<file path="src/rtl/instruction_fetch_unit.sv">
// rtl/instruction_fetch_unit.sv - PC-driven fetch front-end with in-flight tracking and decode FIFO
module instruction_fetch_unit #(
    parameter logic [31:0] RESET_PC    = 32'h0000_0000,
    parameter int          FIFO_DEPTH  = 4,
    parameter int          MEM_LATENCY = 2
) (
    input  logic        clk_in,
    input  logic        rst_in,
    output logic [31:0] mem_addr_out,
    output logic        mem_read_out,
    input  logic [31:0] mem_instr_in,
    input  logic        mem_valid_in,
    input  logic        redirect_in,
    input  logic [31:0] redirect_pc_in,
    output logic [31:0] instr_out,
    output logic [31:0] pc_out,
    output logic        valid_out,
    input  logic        ready_in
);

    localparam int          PW       = $clog2(FIFO_DEPTH);
    localparam logic [31:0] START_PC = {RESET_PC[31:2], 2'b00};
    localparam logic [31:0] DEPTH_W  = 32'(FIFO_DEPTH);
    localparam logic [PW-1:0] PTR_ONE = 1;
    localparam logic [PW:0]   CNT_ONE = 1;

    logic [31:0]            pc_q, pc_d;
    logic [PW-1:0]          wr_ptr_q, wr_ptr_d;
    logic [PW-1:0]          rd_ptr_q, rd_ptr_d;
    logic [PW:0]            count_q, count_d;
    logic [MEM_LATENCY-1:0] trk_v_q;
    logic [MEM_LATENCY-1:0] trk_keep_q;
    logic [31:0]            trk_pc_q [MEM_LATENCY];
    logic [31:0]            fifo_instr_q [FIFO_DEPTH];
    logic [31:0]            fifo_pc_q [FIFO_DEPTH];
    logic [MEM_LATENCY-1:0] post_rst_q;

    logic [31:0] inflight;
    logic [31:0] credit_used;
    logic        issue;
    logic        fifo_wr;
    logic        fifo_rd;

    // Credit in use: FIFO occupancy plus every outstanding request, discarded or not
    always_comb begin
        inflight = '0;
        for (int i = 0; i < MEM_LATENCY; i++) begin
            inflight = inflight + {31'b0, trk_v_q[i]};
        end
        credit_used = {{(31 - PW){1'b0}}, count_q} + inflight;
    end

    assign issue        = !rst_in && !redirect_in && (credit_used < DEPTH_W);
    assign mem_read_out = issue;
    assign mem_addr_out = pc_q;

    // The oldest tracker slot lines up with the word arriving this cycle
    assign fifo_wr   = mem_valid_in && trk_v_q[MEM_LATENCY-1] && trk_keep_q[MEM_LATENCY-1]
                       && !redirect_in;
    assign valid_out = (count_q != '0);
    assign fifo_rd   = valid_out && ready_in;
    assign instr_out = valid_out ? fifo_instr_q[rd_ptr_q] : '0;
    assign pc_out    = valid_out ? fifo_pc_q[rd_ptr_q] : '0;

    // Next PC and FIFO bookkeeping; a redirect flushes and overrides everything else
    always_comb begin
        pc_d     = pc_q;
        wr_ptr_d = wr_ptr_q;
        rd_ptr_d = rd_ptr_q;
        count_d  = count_q;
        if (redirect_in) begin
            pc_d     = redirect_pc_in & 32'hFFFF_FFFC;
            wr_ptr_d = '0;
            rd_ptr_d = '0;
            count_d  = '0;
        end else begin
            if (issue) begin
                pc_d = pc_q + 32'd4;
            end
            if (fifo_wr) begin
                wr_ptr_d = wr_ptr_q + PTR_ONE;
            end
            if (fifo_rd) begin
                rd_ptr_d = rd_ptr_q + PTR_ONE;
            end
            case ({fifo_wr, fifo_rd})
                2'b10:   count_d = count_q + CNT_ONE;
                2'b01:   count_d = count_q - CNT_ONE;
                default: count_d = count_q;
            endcase
        end
    end

    // PC and FIFO control registers
    always_ff @(posedge clk_in or posedge rst_in) begin
        if (rst_in) begin
            pc_q     <= START_PC;
            wr_ptr_q <= '0;
            rd_ptr_q <= '0;
            count_q  <= '0;
        end else begin
            pc_q     <= pc_d;
            wr_ptr_q <= wr_ptr_d;
            rd_ptr_q <= rd_ptr_d;
            count_q  <= count_d;
        end
    end

    // In-flight tracker: one slot per memory pipeline stage; a redirect clears every keep bit
    always_ff @(posedge clk_in or posedge rst_in) begin
        if (rst_in) begin
            trk_v_q    <= '0;
            trk_keep_q <= '0;
            for (int i = 0; i < MEM_LATENCY; i++) begin
                trk_pc_q[i] <= '0;
            end
        end else begin
            trk_v_q[0]    <= issue;
            trk_keep_q[0] <= issue;
            trk_pc_q[0]   <= pc_q;
            for (int i = 1; i < MEM_LATENCY; i++) begin
                trk_v_q[i]    <= trk_v_q[i-1];
                trk_keep_q[i] <= trk_keep_q[i-1] && !redirect_in;
                trk_pc_q[i]   <= trk_pc_q[i-1];
            end
        end
    end

    // FIFO storage: kept responses land at the tail paired with their PC
    always_ff @(posedge clk_in) begin
        if (fifo_wr) begin
            fifo_instr_q[wr_ptr_q] <= mem_instr_in;
            fifo_pc_q[wr_ptr_q]    <= trk_pc_q[MEM_LATENCY-1];
        end
    end

    // Window after reset release in which stale responses to pre-reset requests are expected
    always_ff @(posedge clk_in or posedge rst_in) begin
        if (rst_in) begin
            post_rst_q <= '1;
        end else begin
            post_rst_q <= post_rst_q << 1;
        end
    end

    assert property (@(posedge clk_in) disable iff (rst_in || (post_rst_q != '0))
        mem_valid_in |-> trk_v_q[MEM_LATENCY-1]);

endmodule
</file>
<file path="config.mk">
export PLATFORM = sky130hd
export DESIGN_NAME = instruction_fetch_unit
export DESIGN_NICKNAME = d
export VERILOG_FILES = /design/src/rtl/instruction_fetch_unit.sv
export SDC_FILE = /design/constraint.sdc
export NUM_CORES = 1
export LEC_CHECK = 0
export BUFFER_PORTS_ARGS = -buffer_cell sky130_fd_sc_hd__buf_2
export CORE_ASPECT_RATIO = 0.9
export CORE_MARGIN = 1.5
export CORE_UTILIZATION = 40
export CTS_CLUSTER_DIAMETER = 200
export DETAILED_ROUTE_END_ITERATION = 10
export PLACE_DENSITY = 0.58
export SYNTH_ARGS = -nofsm -noshare
export SYNTH_HDL_FRONTEND = slang
export SYNTH_SLANG_ARGS = --single-unit
</file>
<file path="constraint.sdc">
create_clock -name clk_in -period 3.65 [get_ports clk_in]
set_clock_uncertainty 0.1 [all_clocks]
set_input_delay 0.5475 -clock clk_in [delete_from_list [all_inputs] [get_ports clk_in]]
set_output_delay 0.5475 -clock clk_in [all_outputs]
set_load 0.02 [all_outputs]
</file>
==> results_dict.tcl <==
set metrics [dict create \
    dr.pass1.iters 5 \
    cts-resized-gates 0 \
    ys_seq_elements 348 \
    die-width_um 196 \
    overflow 0 \
    slew_viol_final 0 \
    r2r_slack_ps 1070 \
    clock_path_buffers 3 \
    syn_area_um2 13400 \
    cts_tree "yes" \
    place_ws_ps 871 \
    hold_class "in2reg" \
    synth.area.top_cells "edfxtp_1 56%, dfrtp_1 19%, mux4_2 10%" \
    grt_usage_pct 16.0 \
    rr_startpoint "count_q[0]$_DFFE_PP0P_" \
    grt_pass1_vias 7361 \
    clkSlewWorstSetupHoldPaths_ps 60 \
    cts_setup_buffers 0 \
    cts.sinks 348 \
    io_buffers 160 \
    via_count 7103 \
    path_max_fanout 64 \
    ctsHoldBuffers 1 \
    fmax_mhz 305 \
    whs_ps 134 \
    h-tree-depth 2 \
    ys_warn_count 0 \
    clk_latency_ps 510 \
    top_level_ports 167 \
    fin_crit_ps 3280 \
    critical_path_arrival_ps 2630 \
    rows 63 \
    power_density_nw_per_um2 663 \
    worst_pin_slew_ps 1050 \
    rsz0062_at_grt "false" \
    holdPathStages 3 \
    cpPeakStageDelay_ps 1010 \
    final_common_cell "edfxtp_1" \
    hold_start "redirect_pc_in[2]" \
    grt_max_degree 67 \
    gp_congestion 0.831 \
    cp-end-kind "output port" \
    required_ps 3000 \
    max-vdd-ir-drop_mv 0.422 \
    placedInstanceArea_um2 14800 \
    drt-total-wl_um 27100 \
    cpMaxStageDelayCell "or3_2" \
    wl_per_cell_um 19.7 \
    hpwl_um 16800 \
    synth_ff_type "edfxtp_1" \
    cap_violations 0 \
    syn_to_final_growth_pct 18.8 \
    ant_nets 0 \
    status "completed" \
    power_w 0.0105 \
    p_leak_nw 5.83 \
    root_buffer "clkbuf_16" \
    max-slew-margin-rel_pct 30.3 \
    crit_chain "or3_2 -> and2_1 -> buf_2" \
    hold_end "mem_addr_out[2]$_DFFE_PP0P_" \
    final_nets 1000 \
    synthArstFlopShare_pct 28.7 \
    yosysTopAreaCellShare_pct 55.7 \
    worstSetupPathType "reg2out" \
    synth_top_area_cell "edfxtp_1" \
    die_area_um2 34500 \
    die-height_um 176 \
    drc 0 \
    setup_violations 0 \
    worst_slack_ps 370 \
    drtIter0Drc 449 \
    r2r_end "mem_addr_out[24]$_DFFE_PP0P_" \
    yosysUniqueCellTypes 50 \
    layout-drive-gt1-share_pct 32.1 \
    tns_ps 0 \
    rr_worst_depth 5 \
    hold_viol 0 \
    vias_per_cell 5.16 \
    cp-start-kind "register" \
    synth_edf_count 248 \
    mostFrequentLayoutCells "248 x edfxtp_1, 160 x buf_2, 98 x dfrtp_1" \
    min_period_over_period_pct 89.9 \
    core_um2 32900 \
    avgSynthCellArea_um2 18.0 \
    grt_pass1_wl_um 42100 \
    postSynthCellCount 744 \
    antenna_found_initial 4 \
    ys_seq_area_share_pct 74.4 \
    fin_area_um2 15900 \
    numCtsBuffers 36 \
    start_util_pct 40.6 \
]
-- metal layers --
metal	GRT usage (%)	vias up	wire length, µm
li1	-	3252	-
met5	0	-	0
met4	5.16	0	660
met1	23.0	3580	12800
met2	24.4	229	11900
met3	3.50	42	1730
-- logic make-up after synthesis --
| logic type | after synthesis | share of synthesized area (%) |
|---|---|---|
| flip-flops | 348 | 74.4 |
| AND/OR/NAND/NOR | 195 | 8.38 |
| multiplexers | 66 | 10.7 |
| AO/OA/AOI/OAI | 64 | 3.25 |
| buffers and inverters | 50 | 1.58 |
| XOR/XNOR | 13 | 0.852 |
| adder cells (fa/ha/maj) | 7 | 0.712 |
| other | 1 | 0.0281 |
-- synth_stat cells (2+ instances only) --
| cell type | n |
|---|---|
| edfxtp_1 | 248 |
| dfrtp_1 | 100 |
| and2_1 | 69 |
| mux4_2 | 62 |
| clkbuf_1 | 28 |
| nand2_1 | 25 |
| nor2_1 | 22 |
| nand3_1 | 21 |
| o21ai_0 | 19 |
| nand4_1 | 13 |
| inv_1 | 11 |
| a31oi_1 | 9 |
| and4_1 | 8 |
| nor2b_1 | 8 |
| or3_1 | 8 |
| xnor2_1 | 8 |
| buf_2 | 7 |
| and3_1 | 6 |
| ha_1 | 6 |
| a21oi_1 | 5 |
| a22oi_1 | 5 |
| xor2_1 | 5 |
| buf_4 | 4 |
| mux2i_1 | 4 |
| nor3_1 | 4 |
| a211o_1 | 3 |
| a211oi_1 | 3 |
| a31o_2 | 3 |
| nor4b_1 | 3 |
| o211ai_1 | 3 |
| o31ai_1 | 3 |
| o2111ai_1 | 2 |
| or4_1 | 2 |
-- worst max path at each step --
stage / start / end / slack, ps / cells after the start
final: count_q[1]$_DFFE_PP0P_ / instr_out[0] / 370 / 3
after detailed placement: count_q[1]$_DFFE_PP0P_ / instr_out[0] / 870 / 3
after global placement: count_q[1]$_DFFE_PP0P_ / instr_out[0] / 900 / 3
after global routing: count_q[1]$_DFFE_PP0P_ / instr_out[0] / 170 / 3
after floorplan: rst_in / count_q[0]$_DFFE_PP0P_ / 380 / 1
after CTS: count_q[1]$_DFFE_PP0P_ / instr_out[0] / 290 / 3
-- layout make-up --
class	count	area [µm²]
antenna	2	5.00
fill	2818	17100
clock buffer	47	983
tap	422	528
multi-input combinational	349	3230
timing repair buffer	178	1000
sequential	348	9960
inverter	11	43.8
clock inverter	19	130
-- worst max-delay path: cells and delay by family (launching register included) --
family | cells | cell delay (ps)
and+or+nand+nor | 2 | 1360
DFF | 1 | 560
buffers and inverters | 1 | 160
-- state kept, by name (all words and copies together) (netlist names) --
| register | cells |
|---|---|
| count_q | 3 |
| trk_pc_q | 60 |
| wr_ptr_q | 2 |
| fifo_pc_q | 120 |
| trk_v_q | 1 |
| rd_ptr_q | 2 |
| fifo_instr_q | 128 |
| mem_addr_out | 30 |
| trk_keep_q | 2 |
-- power breakdown --
part	leakage (nW)	switching, W	internal (W)
sequential	3.41	0.000244	0.00441
clock	0.547	0.00145	0.00198
combinational	1.87	0.00141	0.00104
-- metrics by stage --
step | std cells | utilization [%]
2_1_floorplan | 747 | -
3_3_place_gp | 1307 | 44.8
3_5_place_dp | 1307 | 44.8
4_1_cts | 1374 | 48.2
5_1_grt | 1375 | 48.2
6_report | 1376 | 48.2
No activity file was read; power rests on OpenSTA's default activity.
